$ cat config.mk
export PLATFORM = sky130hd
export DESIGN_NAME = unsigned_divider
export DESIGN_NICKNAME = d
export VERILOG_FILES = /design/src/rtl/arith_pkg.sv /design/src/rtl/unsigned_divider_udiv_step.sv /design/src/rtl/unsigned_divider.sv
export SDC_FILE = /design/constraint.sdc
export NUM_CORES = 1
export LEC_CHECK = 0
export ABC_AREA = 1
export CAP_MARGIN = 0
export CORE_MARGIN = 5
export CORE_UTILIZATION = 53
export DETAILED_ROUTE_END_ITERATION = 8
export PLACE_DENSITY_LB_ADDON = 0.1
export SLEW_MARGIN = 20
export SYNTH_ARGS = -nofsm -noshare
export SYNTH_HDL_FRONTEND = slang
export SYNTH_SLANG_ARGS = --single-unit
$ cat constraint.sdc
create_clock -name clk -period 2.3 [get_ports clk]
set_input_delay 0.575 -clock clk [delete_from_list [all_inputs] [get_ports clk]]
set_output_delay 0.575 -clock clk [all_outputs]
set_load 0.01 [all_outputs]
$ cat src/rtl/arith_pkg.sv
// Shared arithmetic-datapath definitions: FSM state encodings and a
// counter-width helper, used by the divider and the multiplier.
package arith_pkg;

  typedef logic [1:0] arith_state_t;

  localparam arith_state_t IDLE = 2'd0;
  localparam arith_state_t CALC = 2'd1;
  localparam arith_state_t DONE = 2'd2;

  // Width of a counter that must be able to hold the value n.
  function automatic int cnt_width(input int n);
    return $clog2(n + 1);
  endfunction

endpackage

$ cat src/rtl/unsigned_divider_udiv_step.sv
// One restoring-division step: shift the next dividend bit into the
// partial remainder and subtract the divisor if it fits.
module udiv_step #(
  parameter int M = 12
) (
  input  logic [M:0]   pr,
  input  logic         dvd_bit,
  input  logic [M-1:0] dvsr,
  output logic [M:0]   pr_nxt,
  output logic         qbit
);

  logic [M:0] t;

  // Trial subtraction; the partial remainder stays below the divisor, so
  // dropping pr[M] loses nothing for a non-zero divisor.
  always_comb begin
    t = {pr[M-1:0], dvd_bit};
    if (t >= {1'b0, dvsr}) begin
      pr_nxt = t - {1'b0, dvsr};
      qbit   = 1'b1;
    end else begin
      pr_nxt = t;
      qbit   = 1'b0;
    end
  end

endmodule

$ cat src/rtl/unsigned_divider.sv
// Sequential restoring unsigned divider: q = x / y, r = x % y, one quotient
// bit per clock, MSB first.
// Optional feature macro: UDIV_ZERO_DETECT_EN (divide-by-zero short cut and
// div_zero flag). Without it div_zero is tied low and y==0 runs the full
// datapath, which naturally yields q = all ones, r = x[M-1:0].
//
// Handshake: start is a request sampled on a rising edge; it is accepted only
// in IDLE or DONE (ignored in CALC, never queued). busy is high while the
// operation runs; done rises with valid q/r and holds until the next accepted
// start or reset.
module unsigned_divider
  import arith_pkg::*;
#(
  parameter int N = 23,
  parameter int M = 12
) (
  input  logic         clk,
  input  logic         reset,
  input  logic [N-1:0] x,
  input  logic [M-1:0] y,
  input  logic         start,
  output logic         busy,
  output logic         done,
  output logic [N-1:0] q,
  output logic [M-1:0] r,
  output logic         div_zero,
  output logic [1:0]   dbg_state
);

  localparam int CW = cnt_width(N);
  localparam logic [CW-1:0] LAST = CW'(N - 1);

  arith_state_t  state_q, state_d;
  logic [CW-1:0] cnt_q, cnt_d;
  logic [N-1:0]  dvd_q, dvd_d;
  logic [M-1:0]  dvsr_q, dvsr_d;
  logic [M:0]    pr_q, pr_d;
  logic [N-1:0]  q_q, q_d;
  logic [M-1:0]  r_q, r_d;
  logic [M:0]    pr_nxt;
  logic          qbit;
  logic          accept;
  logic          zero_skip;

  udiv_step #(.M(M)) u_step (
    .pr      (pr_q),
    .dvd_bit (dvd_q[N-1]),
    .dvsr    (dvsr_q),
    .pr_nxt  (pr_nxt),
    .qbit    (qbit)
  );

  assign accept = start && (state_q != CALC);

`ifdef UDIV_ZERO_DETECT_EN
  logic dz_q, dz_d;
  assign zero_skip = (y == '0);
`else
  assign zero_skip = 1'b0;
`endif

  // State register.
  always_ff @(posedge clk or negedge reset) begin
    if (!reset) state_q <= IDLE;
    else        state_q <= state_d;
  end

  // Next-state logic.
  always_comb begin
    state_d = state_q;
    case (state_q)
      IDLE, DONE: if (accept) state_d = zero_skip ? DONE : CALC;
      CALC:       if (cnt_q == LAST) state_d = DONE;
      default:    state_d = IDLE;
    endcase
  end

  // Status outputs decoded from the registered state.
  always_comb begin
    busy      = (state_q == CALC);
    done      = (state_q == DONE);
    dbg_state = state_q;
  end

  // Datapath next values: operand capture on accept, one step per CALC edge,
  // result capture on the last step.
  always_comb begin
    cnt_d  = cnt_q;
    dvd_d  = dvd_q;
    dvsr_d = dvsr_q;
    pr_d   = pr_q;
    q_d    = q_q;
    r_d    = r_q;
`ifdef UDIV_ZERO_DETECT_EN
    dz_d   = dz_q;
`endif
    if (accept) begin
      cnt_d  = '0;
      dvd_d  = x;
      dvsr_d = y;
      pr_d   = '0;
`ifdef UDIV_ZERO_DETECT_EN
      dz_d   = 1'b0;
      if (zero_skip) begin
        q_d  = '1;
        r_d  = x[M-1:0];
        dz_d = 1'b1;
      end
`endif
    end else if (state_q == CALC) begin
      cnt_d = cnt_q + 1'b1;
      dvd_d = {dvd_q[N-2:0], qbit};
      pr_d  = pr_nxt;
      if (cnt_q == LAST) begin
        q_d = {dvd_q[N-2:0], qbit};
        r_d = pr_nxt[M-1:0];
      end
    end
  end

  // Datapath and output registers.
  always_ff @(posedge clk or negedge reset) begin
    if (!reset) begin
      cnt_q  <= '0;
      dvd_q  <= '0;
      dvsr_q <= '0;
      pr_q   <= '0;
      q_q    <= '0;
      r_q    <= '0;
`ifdef UDIV_ZERO_DETECT_EN
      dz_q   <= 1'b0;
`endif
    end else begin
      cnt_q  <= cnt_d;
      dvd_q  <= dvd_d;
      dvsr_q <= dvsr_d;
      pr_q   <= pr_d;
      q_q    <= q_d;
      r_q    <= r_d;
`ifdef UDIV_ZERO_DETECT_EN
      dz_q   <= dz_d;
`endif
    end
  end

  assign q = q_q;
  assign r = r_q;
`ifdef UDIV_ZERO_DETECT_EN
  assign div_zero = dz_q;
`else
  assign div_zero = 1'b0;
`endif

endmodule

==> results.md, run 1 <==
- CP endpoint: busy
- ANT cells: 0
- Yosys reg bits: around 90
- Clk_lat worst skew: ~370 ps
- Leak Pwr: approximately 2.8 nW
- Most frequent cells in the layout: nand2_1 (189), dfrtp_1 (89), clkdlybuf4s50_1 (75)
- Max-cap viol count: 0
- Nets: approximately 670
- H-tree depth: 3
- IO Port Bufs: 76
- CP startpoint: dbg_state[0]$_DFFE_PN0P_
- Worst R2R Setup Slack: 240 ps
- Setup crit end kind: output port
- Routed WL: between 10000 and 15000 um
- Num ports: 78
- Vias: ~3800
- Clock transition at path regs: approximately 110 ps
- Area delta synth->final: 23.7%
- Number of global-route vias before repair: 3905
- Antenna violations before repair: 0
- Mapped Cells: between 500 and 600
- Tmin final: 2110 ps
- EDFF count, synth: 0
- Placement row count: 33
- Max-slew headroom: about 50%
- IR drop worst, VDD: 0.000680 V
- Via/cell ratio: 5.23
- Drt first pass iters: 5
- CP arrival: around 1500 ps
- Async SR Flop Fraction: 100%
- Max clock buf depth: 2
- Register area share after synthesis: between 40% and 50%
- WP data required: 1730 ps
- Final WS setup: just under 200 ps
- R2R cell count: 10
- Post_cts resized: 0
- Commonest non-fill, non-tap cell in the layout: nand2_1
- Worst Setup Path Type: reg -> out
- Number of setup violations in the final report: 0
- DIE WIDTH: just over 100 um
- DP Worst Slack: 205 ps
- Fmax achieved: around 0.47 GHz
- Share of layout cells above drive strength 1: about 8.2%
- Synth top area share: 49.3%
- CTS tree: built
- Synth unique cells: 35
- CTS Root Cell: clkbuf_8
- Initial core utilization: between 50% and 60%
- Maximum number of pins on one net before global-route repair: 49
- Pwr Density: about 1600 mW/mm^2
- TritonCTS buffer count: 9
- Hold Crit Class: in -> async
- Worst reg2reg path endpoint: r[3]$_DFFE_PN0P_
- Dpl hpwl: 8410 um
- Die Span Y: between 100 and 150 um
- Antenna Violating Nets Remaining: 0
- Total track usage: a little under a quarter
- Wire per inst: roughly 15 um
- Actual slew at the worst max-slew pin: approximately 750 ps
- Area of the mapped netlist: 0.00452 mm^2
- Startpoint types: flip-flop
- Skew final: approximately 17 ps
- Avg Synthesized Cell Area: just over 8 um^2
- Final Hold Viols: 0
- Unrepaired setup endpoints after global routing: no
- Clock sinks: ~90
- Top cells by area, synth: dfrtp_1 (49%), nand2_1 (16%), inv_1 (5.9%)
- Slew Limit Fails: 0
- Ys Warns: 0
- Initial detailed-routing violation count: 155
- Setup bufs post-CTS: 0
- Top FF cell, synth: dfrtp_1
- Synth area leader: dfrtp_1
- Core ar.: 0.00826 mm^2
- Setup tns final: 0 ps
- Global route total overflow: 0
- Post-synth net total: about 600
- Remaining DRCs: 0
- Hold buffers post-CTS: 0
- CP Max Fanout: 4
- Result of the run: complete, no violations
- Worst R2R Start: pr_q[6]$_DFFE_PN0P_
- Fin crit share: approximately 92%
- Die area: between 0.01 and 0.015 mm^2
- Final GP Congestion: between 0.9 and 1
- Global-route wire length before repair: 18900 um
Yosys cell counts, drive strengths merged (2+ instances only):
| cell | count |
|---|---|
| nand2 | 199 |
| dfrtp | 89 |
| inv | 73 |
| o21ai | 39 |
| nand3 | 37 |
| nor2 | 17 |
| nand4 | 15 |
| o221ai | 15 |
| ha | 14 |
| clkbuf | 13 |
| buf | 10 |
| a21oi | 5 |
| o211ai | 5 |
| nor3 | 3 |
| xor2 | 3 |
| nand3b | 2 |
| xnor2 | 2 |
kinds of logic after synthesis:
logic type               count (synthesis)  share of synthesized area, %
other                                    1                        0.0830
adder cells (fa/ha/maj)                 15                          4.32
AO/OA/AOI/OAI                           66                          9.17
AND/OR/NAND/NOR                        274                          26.7
flip-flops                              89                          49.3
buffers and inverters                   96                          9.39
XOR/XNOR                                 5                         0.970
metrics by stage:
| stage | instances | hold WS, ps | utilization (%) | area (um^2) | total power, W |
|---|---|---|---|---|---|
| floorplan | 546 | 279 | - | 4520 | 0.00613 |
| global placement | 714 | 454 | 65.1 | 5380 | 0.00755 |
| detailed placement | 714 | 458 | 65.1 | 5380 | 0.00765 |
| CTS | 730 | 45.6 | 67.6 | 5580 | 0.00883 |
| global route | 730 | 53.6 | 67.6 | 5580 | 0.00958 |
| finish | 730 | 51.6 | 67.6 | 5580 | 0.00878 |
critical path, stage by stage (launching register included):
cell and delay [ps]:
dfrtp_1 420, inv_1 70, nor2_2 120, clkdlybuf4s50_1 570
how the worst min path moves through the flow:
stage,from,endpoint,slack (ps),depth (start not counted)
after global placement,reset,dvsr_q[7]$_DFFE_PN0P_,450,1
after global routing,reset,dvsr_q[7]$_DFFE_PN0P_,50,1
after floorplan,reset,cnt_q[0]$_DFFE_PN0P_,280,0
after CTS,reset,dvsr_q[7]$_DFFE_PN0P_,50,1
after detailed placement,reset,dvsr_q[7]$_DFFE_PN0P_,460,1
final,reset,dvsr_q[7]$_DFFE_PN0P_,50,1
layout make-up:
type                       instances  area (um^2)
fill                             695         2670
sequential                        89         2230
multi-input combinational        361         1870
timing repair buffer              86          871
inverter                          73          274
tap                              105          131
clock buffer                       9          124
clock inverter                     7         85.1
state kept, by name, indices dropped and copies added (netlist names):
name	flops
dvd_q	23
dbg_state	2
pr_q	12
cnt_q	5
r	12
q	23
dvsr_q	12
where the power goes:
group / switching [W] / internal, W
logic: 0.00295 / 0.00198
clock network: 0.000627 / 0.000527
registers: 0.000418 / 0.00228
per-layer routing:
layer	wire length, um	global-route usage (%)	up-vias
met3	635	5.12	21
met1	5080	32.1	1790
met2	5290	37.2	111
met5	0	0	-
li1	-	-	1897
met4	227	8.58	0
(Power assumes the default switching activity.)
==> inputs of run 2 (changes only) <==
CORE_MARGIN = 8   (was 5)
GPL_ROUTABILITY_DRIVEN = 0   (was unset)
==> run 2 against run 1 <==
Sequential power barely moved. Sequential share of layout area rose by 0.13 points. Core utilization fell by 0.23 points. Final cell count did not move. Largest cell class unchanged. Clock-buffer cell count rose by 1. First-iteration DRC count rose by 21%. Clock power fell by 4%. Clock skew fell by 3.3 ps. Register-to-register slack got worse by 40 ps. Worst hold slack improved by 96 ps. Critical endpoint unchanged. Wire length fell by 1.9%. Die area rose by 12%.
==> results.md, run 2 (synthesized netlist as in run 1, its figures left out) <==
- Fin crit share: 92.3% (was 91.6%)
- Skew final: 13.3 ps (was 16.6 ps)
- Chain of cells forming the critical path: inv_1 > nor2_2 > clkdlybuf4s50_1 (unchanged)
- Initial core utilization: 54.7% (unchanged)
- Remaining DRCs: 0 (unchanged)
- Max-cap viol count: 0 (unchanged)
- Core ar.: 0.00826 mm^2 (unchanged)
- Initial detailed-routing violation count: 187 (was 155)
- Fin util: 67.4% (was 67.6%)
- CP arrival: 1550 ps (was 1530 ps)
- ANT cells: 0 (unchanged)
- CP delay by family, top: buffers and inverters (unchanged)
- Vias: 3792 (was 3819)
- Share of layout cells above drive strength 1: 8.16% (unchanged)
- Drt first pass iters: 4 (was 5)
- CTS Root Cell: clkbuf_8 (unchanged)
- Clk_lat worst skew: 360 ps (was 370 ps)
- Setup tns final: 0 ps (unchanged)
- Unrepaired setup endpoints after global routing: no (unchanged)
- IO Port Bufs: 76 (unchanged)
- Slowest Stage Delay on Critical Path: 580 ps (was 570 ps)
- Nets: 673 (unchanged)
- Hold Crit Class: in -> async (unchanged)
- Placement row count: 33 (unchanged)
- Commonest non-fill, non-tap cell in the layout: nand2_1 (unchanged)
- Setup crit end kind: output port (unchanged)
- Num ports: 78 (unchanged)
- Maximum number of pins on one net before global-route repair: 44 (was 49)
- TritonCTS buffer count: 9 (unchanged)
- Die area: 0.0117 mm^2 (was 0.0105 mm^2)
- Number of setup violations in the final report: 0 (unchanged)
- CTS tree: built (unchanged)
- Pwr Density: 1560 mW/mm^2 (was 1570 mW/mm^2)
- Fmax achieved: 0.471 GHz (was 0.475 GHz)
- Post-route design area: 0.00557 mm^2 (was 0.00558 mm^2)
- Antenna violations before repair: 0 (unchanged)
- Max clock buf depth: 2 (unchanged)
- Setup bufs post-CTS: 0 (unchanged)
- Slew Limit Fails: 0 (unchanged)
- Post_cts resized: 0 (unchanged)
- Clock transition at path regs: 90 ps (was 110 ps)
- Dpl hpwl: 8150 um (was 8410 um)
- Global route total overflow: 0 (unchanged)
- Hold buffers post-CTS: 0 (unchanged)
- WP data required: 1730 ps (about the same)
- Area delta synth->final: 23.2% (was 23.7%)
- Routed WL: 11000 um (was 11200 um)
- Result of the run: complete, no violations (unchanged)
- Total track usage: 19.7% (was 23.5%)
- Tmin final: 2120 ps (was 2110 ps)
- H-tree depth: 3 (unchanged)
- DP Worst Slack: 213 ps (was 205 ps)
- Final WS setup: 176 ps (was 194 ps)
- Wire per inst: 15.1 um (was 15.4 um)
- Most frequent cells in the layout: nand2_1 (189), dfrtp_1 (89), clkdlybuf4s50_1 (75) (unchanged)
- Number of global-route vias before repair: 3810 (was 3905)
- Die Span Y: 108 um (was 102 um)
- DIE WIDTH: 108 um (was 102 um)
- Slowest-stage cell, CP: clkdlybuf4s50_1 (unchanged)
- Max-slew headroom: 51.3% (was 49.9%)
- Actual slew at the worst max-slew pin: 730 ps (was 750 ps)
- Clock sinks: 89 (unchanged)
- Worst Setup Path Type: reg -> out (unchanged)
- Area after DPL: 0.00536 mm^2 (was 0.00538 mm^2)
- Final Hold Viols: 0 (unchanged)
- CP Max Fanout: 4 (unchanged)
- Antenna Violating Nets Remaining: 0 (unchanged)
- IR drop worst, VDD: 0.000637 V (was 0.000680 V)
- Worst Path Buf+Inv: 2 (unchanged)
- Leak Pwr: 2.74 nW (was 2.75 nW)
- Via/cell ratio: 5.19 (was 5.23)
- Global-route wire length before repair: 18300 um (was 18900 um)
- Startpoint types: flip-flop (unchanged)
## run 2: final timing paths
kind / from / to / slack [ps] / cells after the start
max in group asynchronous: reset / dvsr_q[0]$_DFFE_PN0P_ / 1550 / 2
worst min register to register: q[13]$_DFFE_PN0P_ / q[13]$_DFFE_PN0P_ / 490 / 2
worst max register to register: pr_q[3]$_DFFE_PN0P_ / pr_q[9]$_DFFE_PN0P_ / 200 / 11
worst max-delay path: dbg_state[0]$_DFFE_PN0P_ / busy / 180 / 3
worst min-delay path: reset / q[12]$_DFFE_PN0P_ / 150 / 1
min in group clk: q[13]$_DFFE_PN0P_ / q[13]$_DFFE_PN0P_ / 490 / 2
## run 2: area by class of cell
type                       count  area [um^2]
multi-input combinational    361         1870
clock buffer                  10          138
tap                          105          131
fill                         697         2690
timing repair buffer          86          858
inverter                      73          274
clock inverter                 6         65.1
sequential                    89         2230
## run 2: where the power goes
group          leakage (nW)  switching (W)  internal (W)
Combinational          1.51        0.00293       0.00198
Sequential             1.14       0.000420       0.00228
Clock                 0.103       0.000564      0.000534
Total                  2.74        0.00391       0.00479
## run 2: worst register-to-register path, stage by stage, from the launching register on
cell and delay [ps]:
dfrtp_1 420, ha_1 350, nand2_1 140, inv_1 60, nand2_1 100, nand3_2 110, nand2_2 240, nand3_4 250
nand3_1 140, nand2_1 70, nand2_1 60, nand2_1 50
## run 2: per-layer routing
metal	vias up	global-route usage [%]	routed length, um
met3	17	4.94	760
met2	105	30.6	5040
met5	-	0	0
met4	0	7.23	197
met1	1771	26.0	5010
li1	1899	-	-
## run 2: metrics by stage
stage | total power, W | hold WS (ps) | instances
5_1_grt | 0.00948 | 161 | 730
4_1_cts | 0.00872 | 147 | 730
3_5_place_dp | 0.00760 | 464 | 714
3_3_place_gp | 0.00745 | 460 | 714
2_1_floorplan | 0.00613 | 279 | 546
6_report | 0.00871 | 148 | 730
==> inputs of run 3 (changes only) <==
CTS_CLUSTER_DIAMETER = 150   (was unset)
SKIP_CTS_REPAIR_TIMING = 1   (was unset)
==> results of run 3 <==
Same layout as run 2: the final DEF is identical, and so are final timing and power.
